--- config.mk ---
export PLATFORM = sky130hd
export DESIGN_NAME = canvas_write_scheduler
export DESIGN_NICKNAME = d
export VERILOG_FILES = /design/src/rtl/canvas_write_scheduler.sv
export SDC_FILE = /design/constraint.sdc
export NUM_CORES = 1
export LEC_CHECK = 0
export ABC_AREA = 1
export CORE_ASPECT_RATIO = 2
export CORE_MARGIN = 5
export CORE_UTILIZATION = 46
export CTS_CLUSTER_DIAMETER = 120
export CTS_CLUSTER_SIZE = 40
export DETAILED_ROUTE_END_ITERATION = 16
export PLACE_DENSITY = 0.76
export SKIP_CTS_REPAIR_TIMING = 1
export SYNTH_ARGS = -nofsm -noshare
export SYNTH_HDL_FRONTEND = slang
export SYNTH_SLANG_ARGS = --single-unit
--- constraint.sdc ---
create_clock -name clk -period 1.4 [get_ports clk]
set_input_delay 0.28 -clock clk [delete_from_list [all_inputs] [get_ports clk]]
set_output_delay 0.28 -clock clk [all_outputs]
set_load 0.02 [all_outputs]
--- src/rtl/canvas_write_scheduler.sv ---
// canvas_write_scheduler: sole write port into the layer canvases.
// Forwards tool pixels to the active layer and runs black-fill clear sweeps.
module canvas_write_scheduler #(
  parameter int WIDTH       = 640,
  parameter int HEIGHT      = 480,
  parameter int LAYERS      = 4,
  parameter int COLOR_WIDTH = 4,
  parameter logic [COLOR_WIDTH-1:0] COLOR_BLACK = '0
) (
  input  logic                      clk,
  input  logic                      reset_n,
  input  logic                      tool_valid,
  input  logic [$clog2(WIDTH)-1:0]  tool_x,
  input  logic [$clog2(HEIGHT)-1:0] tool_y,
  input  logic [COLOR_WIDTH-1:0]    tool_color,
  input  logic [2:0]                active_layer,
  input  logic [LAYERS-1:0]         layer_visible,
  input  logic                      clear_req,
  input  logic                      clear_all_req,
  output logic                      tool_ready,
  output logic                      busy,
  output logic                      clear_done,
  output logic [LAYERS-1:0]         wr_en,
  output logic [$clog2(WIDTH)-1:0]  wr_x,
  output logic [$clog2(HEIGHT)-1:0] wr_y,
  output logic [COLOR_WIDTH-1:0]    wr_color
);

  localparam int XW = $clog2(WIDTH);
  localparam int YW = $clog2(HEIGHT);
  localparam logic [XW-1:0] X_LAST = XW'(WIDTH - 1);
  localparam logic [YW-1:0] Y_LAST = YW'(HEIGHT - 1);

  localparam logic [1:0] IDLE  = 2'd0;
  localparam logic [1:0] CLEAR = 2'd1;
  localparam logic [1:0] DONE  = 2'd2;

  logic [1:0]        state;
  logic [LAYERS-1:0] mask;
  logic [XW-1:0]     cx;
  logic [YW-1:0]     cy;

  logic              layer_ok;
  logic [LAYERS-1:0] layer_oh;
  logic              in_range;
  logic              tool_go;
  logic              clr_go;
  logic              sweep_last;

  // Decode the active layer and qualify tool writes and clear requests.
  always_comb begin
    layer_ok   = (active_layer != 3'd0) &&
                 (32'(active_layer) <= LAYERS);
    layer_oh   = '0;
    if (layer_ok)
      layer_oh = LAYERS'(1) << (active_layer - 3'd1);
    in_range   = (32'(tool_x) < WIDTH) && (32'(tool_y) < HEIGHT);
    tool_go    = tool_valid && layer_ok && in_range &&
                 (|(layer_oh & layer_visible));
    clr_go     = clear_all_req || (clear_req && layer_ok);
    sweep_last = (cx == X_LAST) && (cy == Y_LAST);
  end

  // Sequencer: registered outputs describe the write issued on this edge.
  always_ff @(posedge clk) begin
    if (!reset_n) begin
      state      <= IDLE;
      mask       <= '0;
      cx         <= '0;
      cy         <= '0;
      wr_en      <= '0;
      wr_x       <= '0;
      wr_y       <= '0;
      wr_color   <= COLOR_BLACK;
      busy       <= 1'b0;
      clear_done <= 1'b0;
      tool_ready <= 1'b1;
    end else begin
      unique case (state)
        IDLE: begin
          clear_done <= 1'b0;
          wr_en      <= tool_go ? layer_oh : '0;
          if (tool_go) begin
            wr_x     <= tool_x;
            wr_y     <= tool_y;
            wr_color <= tool_color;
          end
          cx <= '0;
          cy <= '0;
          if (clr_go) begin
            mask       <= clear_all_req ? '1 : layer_oh;
            state      <= CLEAR;
            busy       <= 1'b1;
            tool_ready <= 1'b0;
          end else begin
            busy       <= 1'b0;
            tool_ready <= 1'b1;
          end
        end
        CLEAR: begin
          wr_en      <= mask;
          wr_x       <= cx;
          wr_y       <= cy;
          wr_color   <= COLOR_BLACK;
          busy       <= 1'b1;
          tool_ready <= 1'b0;
          if (sweep_last) begin
            state <= DONE;
          end else if (cx == X_LAST) begin
            cx <= '0;
            cy <= cy + 1'b1;
          end else begin
            cx <= cx + 1'b1;
          end
        end
        DONE: begin
          wr_en      <= '0;
          clear_done <= 1'b1;
          busy       <= 1'b1;
          tool_ready <= 1'b1;
          state      <= IDLE;
        end
        default: begin
          wr_en      <= '0;
          clear_done <= 1'b0;
          busy       <= 1'b0;
          tool_ready <= 1'b1;
          state      <= IDLE;
        end
      endcase
    end
  end

endmodule

==> results_dict.tcl <==
set metrics [dict create \
    critPathLaunch "cy[0]$_SDFFE_PN0P_" \
    fin_crit_sh 1.097 \
    clockBufferDepth 2 \
    pre_cts_ws_ps -600.7 \
    initialDrtViolationCount 301 \
    hold_viol_final 0 \
    post-route-drc-count 0 \
    vias 3767 \
    placed_cells 673 \
    final_area_um2 5149 \
    end_kind "flop" \
    syn_to_final_growth_pct 63.94 \
    dieArea_um2 8680 \
    synthArstFlopShare 0 \
    outcome "finished, violations left" \
    cp-start-kind "flop" \
    synth_seq_cells 55 \
    antenna_left 0 \
    layout-drive-gt1-share 0.3223 \
    final-max-slew-violation-count 0 \
    dr.pass1.iters 5 \
    port_buffers 64 \
    rows 42 \
    violations "setup timing" \
    pin_count 65 \
    cp_max_fo 5 \
    nNetsFinal 645 \
    final.setup.tns_ps -1451 \
    reg2reg_from "cy[0]$_SDFFE_PN0P_" \
    grt_pass1_wl_um 14460 \
    cts_htree_levels 2 \
    synthMuxAreaShare 0 \
    slew-limit-headroom 0.7413 \
    worstMarginPinSlew_ps 384.0 \
    grt_use_total 0.2127 \
    initial_core_util 0.4743 \
    required_ps 1640 \
    min_path_type "in2reg" \
    yosys.area_share.simple 0.3968 \
    yosysSeqAreaShare 0.3506 \
    tritoncts "yes" \
    p_total_uw 4376 \
    min_path_cells 5 \
    vias_per_cell 5.436 \
    synthAdderAreaFrac 0.02390 \
    yosys_warnings 0 \
    rsz0062_at_grt "true" \
    power.density_nw_per_um2 849.9 \
    fp.dieW_um 68.43 \
    fin_skew_ps 6.222 \
    grt_max_degree 39 \
    cts_buffers 5 \
    antenna_found_initial 0 \
    max_freq_ghz 0.6513 \
    dp_hpwl_um 7019 \
    cts-root-buf "clkbuf_16" \
    reg2reg_depth 9 \
    synth_top_family_by_area "simple AND/OR/NAND/NOR gates" \
    avgSynthCellArea_um2 6.654 \
    wl_per_cell_um 16.17 \
    synth_fp_nets 513 \
    synthFlopType "dfxtp_1" \
    clk_pin_slew_worst_paths_ps 70 \
    final_cells 693 \
    yosysUniqueCellTypes 31 \
    insertion_delay_ps 300 \
    first_global_vias 3365 \
    p_leak_uw 0.002902 \
    syn_inst 472 \
    setup_viol 23 \
    antenna_cells 0 \
    synthXorXnorAreaFrac 0.002789 \
    core_um2 6621 \
    hold_start "tool_y[5]" \
    path_class "reg2reg" \
    wl_um 11210 \
    die_h_um 126.9 \
    synth-compound-area-share 0.1251 \
    setup_slack_ps -135.4 \
    drv_cap 0 \
    cts_sinks 55 \
    gp_congestion 0.8970 \
    synth_enable_flop_cells 0 \
    dpl_cell_area_um2 4400 \
    overflow 0 \
    ir_drop_v 0.0008223 \
    crit_arrival_ps 1770 \
    min_period_ps 1535 \
    netlist_area_um2 3141 \
]
cell families after synthesis:
kind of cell | after synthesis
fa+ha+maj | 6
simple gates | 262
xor+xnor | 1
buf+inv | 75
flops | 55
compound gates | 73
worst max-delay path, stage by stage (launching register included):
cell	delay [ps]
dfxtp_2	350
ha_4	150
nand2_4	60
nor2_4	120
nand4_1	140
nor2_2	180
nand2_2	130
nand2_4	150
nand2_2	70
a21oi_2	120
synthesized netlist by cell type, types with 4 or more instances:
library cell  number  area, µm²
nand4_1           14      87.58
nand2_1          122      457.9
inv_1             50      187.7
dfxtp_1           55       1101
nor2_1            46      172.7
ha_1               6      75.07
clkbuf_1          11      41.29
nor2_2             4      25.02
nand3_1           46      230.2
nand3_2           15      150.1
buf_2              4      20.02
a21oi_1           45      225.2
o21ai_0           18      90.09
buf_6              4      45.04
o21ai_1            5      25.02
through the flow:
step | hold WS (ps) | utilization
6_report | 439.5 | 0.7776
5_1_grt | 473.7 | 0.7776
4_1_cts | 460.8 | 0.6909
3_5_place_dp | 444.4 | 0.6646
3_3_place_gp | 449.3 | 0.6646
2_1_floorplan | 421.2 | -
worst paths after layout:
| check | endpoint | slack (ps) |
|---|---|---|
| worst max-delay path | cx[2]$_SDFFE_PN0P_ | -140 |
| worst min-delay path | wr_y[5]$_SDFFE_PN0P_ | 440 |
| worst max register to register | cx[2]$_SDFFE_PN0P_ | -140 |
| worst min register to register | wr_en[0]$_SDFF_PN0_ | 460 |
cells in the final DEF (no fill, tap or decap), types with 5 or more instances in the layout:
| cell type | instances |
|---|---|
| a21oi_2 | 23 |
| dfxtp_1 | 48 |
| inv_2 | 6 |
| nand4_1 | 14 |
| nand2_4 | 6 |
| o21ai_0 | 14 |
| dfxtp_2 | 5 |
| nand3_1 | 34 |
| inv_1 | 45 |
| clkbuf_16 | 10 |
| dlymetal6s2s_1 | 43 |
| nor2_1 | 45 |
| buf_12 | 5 |
| buf_4 | 69 |
| nand2_1 | 111 |
| o21ai_1 | 6 |
| nand2_2 | 11 |
| clkdlybuf4s50_1 | 19 |
| a21oi_1 | 21 |
| nand3_2 | 26 |
registers in the layout, summed over array words and instances, names as in the netlist:
name / flops
wr_x: 10
wr_y: 9
state: 2
busy: 1
mask: 4
wr_color: 4
cx: 10
clear_done: 1
cy: 9
wr_en: 4
tool_ready: 1
per-layer routing:
layer,share of wire,wire (µm),GRT usage
met5,0,0,0
met4,0.041,456,0.08324
met3,0.053,589,0.04159
met2,0.56,6223,0.3927
met1,0.35,3935,0.2217
where the power goes:
group | switching (µW) | internal [µW] | leakage [µW]
Sequential | 51.6 | 1650 | 0.000451
Combinational | 666 | 535 | 0.00236
Clock | 583 | 891 | 0.0000868
Total | 1300 | 3080 | 0.00290
cell type report:
class	instances	area (µm²)
timing repair buffer	145	1504
fill	474	1473
inverter	54	210.2
sequential	55	1115
clock inverter	2	35.03
multi-input combinational	343	2036
clock buffer	6	138.9
tap	88	110.1
Power figures use the tool's default switching activity.
